<file path="config.mk">
export PLATFORM = sky130hd
export DESIGN_NAME = id_operand_stage
export DESIGN_NICKNAME = d
export VERILOG_FILES = /design/src/rtl/id_operand_stage.sv
export SDC_FILE = /design/constraint.sdc
export NUM_CORES = 2
export LEC_CHECK = 0
export CAP_MARGIN = 30
export CORE_AREA = 2 2 395 397
export DETAILED_ROUTE_END_ITERATION = 16
export DIE_AREA = 0 0 397 399
export HOLD_SLACK_MARGIN = 0.15
export SYNTH_ARGS = -nofsm -noshare
export SYNTH_HDL_FRONTEND = slang
export SYNTH_SLANG_ARGS = --single-unit
</file>
<file path="constraint.sdc">
create_clock -name clk -period 4.32 [get_ports clk]
set_input_delay 0.648 -clock clk [delete_from_list [all_inputs] [get_ports clk]]
set_output_delay 0.648 -clock clk [all_outputs]
set_load 0.01 [all_outputs]
</file>
<file path="src/rtl/id_operand_stage.sv">
// rtl/id_operand_stage.sv - ID-stage front end: IF/ID register, inst hold, GPR file, operand forwarding
module id_operand_stage #(
  parameter int                 DATA_W        = 32,
  parameter int                 NUM_FWD       = 3,
  parameter logic [NUM_FWD-1:0] FWD_LOAD_MASK = 3'b001,
  parameter int                 STALL_W       = 6
) (
  input  logic                      clk,
  input  logic                      rst,
  input  logic [STALL_W-1:0]        stall,
  input  logic                      flush,
  input  logic                      if_ce,
  input  logic [31:0]               if_pc,
  input  logic [31:0]               inst_sram_rdata,
  input  logic [NUM_FWD-1:0]        fwd_we,
  input  logic [NUM_FWD*5-1:0]      fwd_waddr,
  input  logic [NUM_FWD*DATA_W-1:0] fwd_wdata,
  input  logic [NUM_FWD-1:0]        fwd_is_load,
  input  logic                      wb_we,
  input  logic [4:0]                wb_waddr,
  input  logic [DATA_W-1:0]         wb_wdata,
  output logic                      id_valid,
  output logic [31:0]               id_pc,
  output logic [31:0]               id_inst,
  output logic [DATA_W-1:0]         rdata1,
  output logic [DATA_W-1:0]         rdata2,
  output logic                      stallreq
);

  localparam logic [0:0] ST_PASS = 1'b0;
  localparam logic [0:0] ST_HOLD = 1'b1;

  logic [0:0]        state;
  logic [31:0]       inst_hold;
  logic [DATA_W-1:0] gpr [32];

  logic              stall_ifid;
  logic              stall_id;
  logic              unused_stall;

  assign stall_ifid   = stall[1];
  assign stall_id     = stall[2];
  assign unused_stall = ^{stall[STALL_W-1:3], stall[0]};

  // IF/ID pipeline register: flush beats bubble beats load beats hold
  always_ff @(posedge clk or negedge rst) begin
    if (!rst) begin
      id_valid <= 1'b0;
      id_pc    <= 32'h0;
    end else if (flush || (stall_ifid && !stall_id)) begin
      id_valid <= 1'b0;
      id_pc    <= 32'h0;
    end else if (!stall_ifid) begin
      id_valid <= if_ce;
      id_pc    <= if_pc;
    end
  end

  // The SRAM word is only valid the cycle after fetch, so an ID stall must capture it
  always_ff @(posedge clk or negedge rst) begin
    if (!rst) begin
      state     <= ST_PASS;
      inst_hold <= 32'h0;
    end else begin
      case (state)
        ST_PASS: begin
          if (stall_id && !flush) begin
            inst_hold <= inst_sram_rdata;
            state     <= ST_HOLD;
          end
        end
        default: begin
          if (!stall_id || flush) state <= ST_PASS;
        end
      endcase
    end
  end

  always_comb begin
    id_inst = 32'h0;
    if (id_valid) id_inst = (state == ST_HOLD) ? inst_hold : inst_sram_rdata;
  end

  always_ff @(posedge clk or negedge rst) begin
    if (!rst) begin
      for (int i = 0; i < 32; i++) gpr[i] <= '0;
    end else if (wb_we && wb_waddr != 5'd0) begin
      gpr[wb_waddr] <= wb_wdata;
    end
  end

  function automatic logic [DATA_W-1:0] rf_read(input logic [4:0] addr);
    if (addr == 5'd0)                    return '0;
    else if (wb_we && wb_waddr == addr) return wb_wdata;
    else                                 return gpr[addr];
  endfunction

  // Returns {stall, value}; scanning high to low lets the lowest-index match win
  function automatic logic [DATA_W:0] resolve(input logic [4:0] addr);
    logic [DATA_W-1:0] val;
    logic              ld;
    val = rf_read(addr);
    ld  = 1'b0;
    for (int i = NUM_FWD - 1; i >= 0; i--) begin
      if (fwd_we[i] && fwd_waddr[5*i +: 5] == addr) begin
        val = fwd_wdata[DATA_W*i +: DATA_W];
        ld  = FWD_LOAD_MASK[i] & fwd_is_load[i];
      end
    end
    if (addr == 5'd0) begin
      val = '0;
      ld  = 1'b0;
    end
    return {ld, val};
  endfunction

  logic [4:0]      rs_addr;
  logic [4:0]      rt_addr;
  logic [DATA_W:0] rs_res;
  logic [DATA_W:0] rt_res;

  assign rs_addr = id_inst[25:21];
  assign rt_addr = id_inst[20:16];

  always_comb begin
    rs_res = resolve(rs_addr);
    rt_res = resolve(rt_addr);
  end

  assign rdata1   = rs_res[DATA_W-1:0];
  assign rdata2   = rt_res[DATA_W-1:0];
  assign stallreq = id_valid & (rs_res[DATA_W] | rt_res[DATA_W]);

endmodule
</file>
### Word-level counts from Yosys, hierarchy flattened

Cells that the tools add are included.

| storage, ports and cells | value |
|---|---|
| output and inout bits | 130 |
| bits of input ports | 229 |
| logic and storage cells | 107 |
| register bits after elaboration | 1090 |

| operators by class | value |
|---|---|
| $lt $le $gt $ge | 4 |
| equal/unequal tests | 9 |
| bitwise logic cells | 6 |
| mux-type cells | 32 |
| reductions and logical operators | 20 |

Operators by type and width:

| cell | number |
|---|---|
| 1024-bit bitwise mux | 1 |
| 32-bit two-way mux | 19 |
| 32-bit binary-select mux with 5-bit select | 2 |
| 32-bit demux with 5-bit select | 1 |
| 5-bit == test | 8 |
| 6-bit >= comparator (second input constant) | 3 |
| 5-bit NOT with 6-bit output | 3 |
| 1-bit logical AND | 12 |
| 5-bit logical NOT | 2 |
| 1-bit two-way mux | 9 |
| 6-bit by 1-bit < comparator with 1-bit output (second input constant) | 1 |
| 5-bit nonzero test | 1 |
| 1-bit logical NOT | 2 |
| 1-bit logical OR | 2 |
| 2-bit by 1-bit != test with 1-bit output (second input constant) | 1 |
| 2-bit AND reduction | 1 |
| 1-bit bitwise AND | 1 |
| 1-bit NOT | 1 |
| 1-bit OR | 1 |

### Depth between registers and ports, before layout

| logic depth | value |
|---|---|
| depth after elaboration | 11 |
| gate-level depth with buffers | 14 |
| gate-level depth less buffers | 9 |

### Worst setup path after synthesis

OpenSTA, ideal clock, no wires.

| path | value |
|---|---|
| kind | input-to-output |
| from | input port inst_sram_rdata[16] |
| to | output port rdata2[11] |
| arrival time | 2.683 ns |
| stages | 12 |
| path slack | 0.989 ns |
| required time | 3.672 ns |
| buffers on the path | 4 |
| path through | mux2_2 -> buf_4 -> nand2_2 -> inv_2 -> buf_4 -> buf_4 -> nor2_1 -> clkbuf_1 -> a221oi_1 -> a31oi_1 -> nor3_1 -> o21ai_0 |

| on the way | value |
|---|---|
| cells in the longest elaborated chain, start to end | 11 |
| elaborated cells between the ends (all ways) | 20 |
| those cells by class | eq/ne: 4; mux: 10; bitwise: 1; reduce/logical: 5 |

Ends and longest elaborated chain:

| item | line | RTL |
|---|---|---|
| start, declared | 14 | `input logic [31:0] inst_sram_rdata,` |
| 32-bit two-way mux * (2 in a row) | 81 | `if (id_valid) id_inst = (state == ST_HOLD) ? inst_hold : inst_sram_rdata;` |
| 5-bit NOT with 6-bit output (implied by the code) | 95 | `else return gpr[addr];` |
| 32-bit binary-select mux with 5-bit select | 95 |  |
| 32-bit two-way mux (implied by the code) (2 in a row) | 95 |  |
| 32-bit two-way mux | 94 | `else if (wb_we && wb_waddr == addr) return wb_wdata;` |
| 32-bit two-way mux (3 in a row) | 105 | `if (fwd_we[i] && fwd_waddr[5*i +: 5] == addr) begin` |
| 32-bit two-way mux * | 110 | `if (addr == 5'd0) begin` |
| end, declared | 26 | `output logic [DATA_W-1:0] rdata2,` |

Mark *: on every way between the ends. The rest lies on a longest branch, timed or not. The select of a mux whose other input is x is not followed.

### Worst setup path after layout

| path | value |
|---|---|
| from | register state |
| to | output port rdata1[20] |

| on the way | value |
|---|---|
| cells in the longest elaborated chain, start to end | 11 |
| elaborated cells between the ends (all ways) | 20 |
| those cells by class | eq/ne: 4; mux: 10; bitwise: 1; reduce/logical: 5 |

Ends and longest elaborated chain:

| item | line | RTL |
|---|---|---|
| start, declared | 33 | `logic [0:0] state;` |
| start signal, assigned | 62 | `state <= ST_PASS;` |
| start signal, assigned | 69 | `state <= ST_HOLD;` |
| start signal, assigned | 73 | `if (!stall_id \|\| flush) state <= ST_PASS;` |
| 32-bit two-way mux * (2 in a row) | 81 |  |
| 5-bit NOT with 6-bit output (implied by the code) | 95 |  |
| 32-bit binary-select mux with 5-bit select | 95 |  |
| 32-bit two-way mux (implied by the code) (2 in a row) | 95 |  |
| 32-bit two-way mux | 94 |  |
| 32-bit two-way mux (3 in a row) | 105 |  |
| 32-bit two-way mux * | 110 |  |
| end, declared | 25 | `output logic [DATA_W-1:0] rdata1,` |

Marks and branches as above.

==> flow_metrics.py <==
metrics = {
    "detailed_routing": {
        "antenna_left": 0,
        "vias": 58490,
        "drt_iter0_drc": 7470,
        "routedWlPerCell_um": 31.58,
        "drc_errors": 0,
        "wl_um": 281800,
        "routed_via_density": 6.554,
        "firstDrtPassIters": 7,
    },
    "final_layout": {
        "fin_util_pct": 54.37,
        "regArea_mm2": 0.02728,
        "multiInputGateArea_mm2": 0.03452,
        "drive_gt1_share_pct": 41.43,
        "final_common_cell": "dfrtp_1",
        "fin_nets": 6995,
        "layout_common_cells": "dfrtp_1 (1088), nand2_1 (1071), mux2_2 (1025)",
        "syn_to_final_growth_pct": 36.08,
        "nFillCells": 12930,
        "fin_cells": 8924,
    },
    "clock_network": {
        "cts.sinks": 1090,
        "clkLatencyLatePin_ns": 0.74,
        "cts_tree": "done",
        "htree_levels": 3,
        "cts_root_buf": "clkbuf_16",
        "cts_buffer_depth": 3,
        "cts_buffers": 117,
        "clk_pin_slew_ns": 0.07,
    },
    "logic_synthesis": {
        "syn_area_per_cell_um2": 10.29,
        "synth_xor_area_share_pct": 0.2567,
        "synth_edf_count": 0,
        "synth.ff_latch_count": 1090,
        "synth_top_family_by_area": "multiplexers",
        "ys_warn_count": 0,
        "synthAdderAreaFrac_pct": 0,
        "syn_nets": 6198,
        "async_reset_ff_share_pct": 100.0,
        "yosysSeqAreaShare_pct": 44.42,
        "synth_cells": 5969,
        "synth_compound_area_share_pct": 12.81,
        "synth_flop_cell": "dfrtp_1",
        "synth.area.mux_share_pct": 25.23,
        "synth.distinct_cells": 63,
        "syn-cell-area_mm2": 0.06141,
        "synth_simple_gate_area_share_pct": 12.78,
    },
    "die": {
        "start_util_pct": 39.96,
        "die_y_um": 399,
        "dieArea_mm2": 0.1584,
        "die_x_um": 397,
        "core.rowCount": 144,
        "coreArea_mm2": 0.1537,
        "io_pins": 359,
    },
    "global_routing": {
        "grt_max_degree": 106,
        "grt_use_total_pct": 34.12,
        "grt_pass1_wl_um": 397500,
        "overflow": 0,
        "antenna_found_initial": 18,
        "grt_pass1_vias": 56490,
    },
    "setup_path": {
        "cp_max_fo": 7,
        "worstSetupPathType": "register to primary output",
        "cp-start-kind": "register",
        "crit_path_end_kind": "primary output",
        "critPathArrivalTime_ns": 4.03,
        "worstPathRequired_ns": 3.67,
        "r2r_slack_ns": 2.38,
    },
    "run_status": {
        "violations": "setup timing",
        "outcome": "complete, but fails checks",
    },
    "sta": {
        "hold_ws_ns": 0.4038,
        "fin_crit_ns": 4.676,
        "max_clock_freq_mhz": 213.8,
        "timing.final.crit_share_pct": 108.3,
        "setup_violations": 60,
        "slew_headroom_pct": 28.29,
        "drv_slew": 0,
        "rsz0062_at_grt": "yes",
        "worstMarginPinSlew_ns": 1.076,
        "fin_skew_ns": 0.006371,
        "finalHoldViolCount": 0,
        "worst_slack_ns": -0.3565,
    },
    "placed_design": {
        "numPortBuffers": 352,
        "place_congestion": 0.9422,
        "dp.cells": 8430,
        "dpl.hpwl_um": 168900,
        "pre_cts_ws_ns": -0.8437,
    },
    "power": {
        "p_leak_nw": 35.78,
        "ir_drop_uv": 342.1,
        "powerDensity_mw_per_mm2": 381.8,
    },
    "run": {
        "max_cap_viol_count": 0,
    },
    "worst_hold_path": {
        "hp-class": "register to register",
    },
}
==> layer usage <==
layer	part of all wire, %	GRT usage [%]
met5	0.12	0
met4	7.5	21.19
met3	13	10.52
met2	42	50.05
met1	37	43.89
==> synth_stat cells (all sizes together) (3+ instances only) <==
cell,instances,area share [%]
and3,214,2.2
a31oi,133,1.4
o21ai,168,1.4
o22ai,37,0.38
o221a,6,0.11
mux2i,174,2.8
o41ai,13,0.19
nand2b,3,0.031
nor4,16,0.21
o221ai,75,1.1
nand2,1126,6.9
or3,6,0.061
clkbuf,430,2.6
nor2,105,0.65
a32oi,32,0.46
a2111oi,4,0.057
nand3,162,1.3
xnor2,18,0.26
inv,23,0.14
nand3b,4,0.049
dfrtp,1090,44
and2,3,0.035
nand4b,4,0.057
a22oi,6,0.073
nand4,48,0.49
a311oi,168,2.4
a22o,33,0.47
o32ai,3,0.043
a221o,13,0.21
a211oi,169,2.1
a221oi,68,0.97
mux2,1033,19
a21oi,166,1.4
nor2b,5,0.051
a211o,8,0.11
nor3,80,0.65
buf,211,1.7
mux4,94,3.4
==> logic make-up (layout without fill, tap and decap cells) <==
family,Yosys count,after routing
AOI/OAI and AO/OA,1112,1112
xor gates and xnor gates,18,18
buffers and inverters,665,1563
DFF,1090,1090
muxes,1301,1301
other,0,13
and+or+nand+nor,1783,1783
==> critical path, stage by stage (launching register included) <==
cell and delay [ns]:
dfrtp_2 0.44, buf_6 0.15, buf_8 0.13, mux2_8 0.32, nand2_8 0.14, buf_12 0.20, buf_4 0.15, buf_4 0.16
a211oi_1 0.30, a311oi_1 0.10, o21ai_1 0.16, nand4_1 0.16, a311oi_4 0.37, buf_6 0.19, o21ai_0 0.10, buf_2 0.17
==> worst paths after layout <==
path                                       from                        to  cells past startpoint
setup / recovery                state$_DFF_PN0_                rdata1[20]                     15
hold / removal             gpr[999]$_DFFE_PN0P_      gpr[999]$_DFFE_PN0P_                      0
setup reg to reg                state$_DFF_PN0_  inst_hold[4]$_DFFE_PN0P_                      5
hold reg to reg            gpr[999]$_DFFE_PN0P_      gpr[999]$_DFFE_PN0P_                      0
max in group asynchronous                   rst     id_pc[24]$_DFFE_PN0P_                      3
min in group asynchronous                   rst      gpr[402]$_DFFE_PN0P_                      2
==> metrics by stage <==
step	total power (W)	TNS [ns]	area (µm²)
after floorplan	0.01713	0	61410
after global placement	0.01967	-28.59	72540
after detailed placement	0.01989	-28.51	72570
after CTS	0.03128	-9.124	80450
after global routing	0.03299	-13.80	83540
final	0.03190	-11.39	83560
==> flip-flops by register name, summed over array words and instances, names as in the netlist <==
| name | cells |
|---|---|
| state | 1 |
| inst_hold | 32 |
| id_valid | 1 |
| gpr | 1024 |
| id_pc | 32 |
==> layout make-up <==
| cell class | count | share of cell area (%) |
|---|---|---|
| timing repair inverter | 2 | 0.03893 |
| clock buffer | 172 | 4.148 |
| sequential | 1090 | 32.65 |
| timing repair buffer | 1317 | 17.74 |
| antenna | 13 | 0.03893 |
| clock inverter | 48 | 0.8370 |
| tap | 2044 | 3.060 |
| inverter | 24 | 0.1827 |
| multi-input combinational | 4214 | 41.31 |
==> what timing repair did <==
item	in CTS	in global routing
hold buffers	1	0
endpoints found under the hold margin	51	0
pin swaps	180	214
buffers inserted	118	133
gates cloned	27	16
endpoints found under the setup margin	65	65
resized for setup	791	447
==> power by group <==
group / internal (W) / total [W] / switching [W]
Clock: 0.00644 / 0.0110 / 0.00456
Combinational: 0.00374 / 0.00725 / 0.00351
Sequential: 0.0121 / 0.0136 / 0.00154
Note: power is estimated with default switching activity, not from simulation.
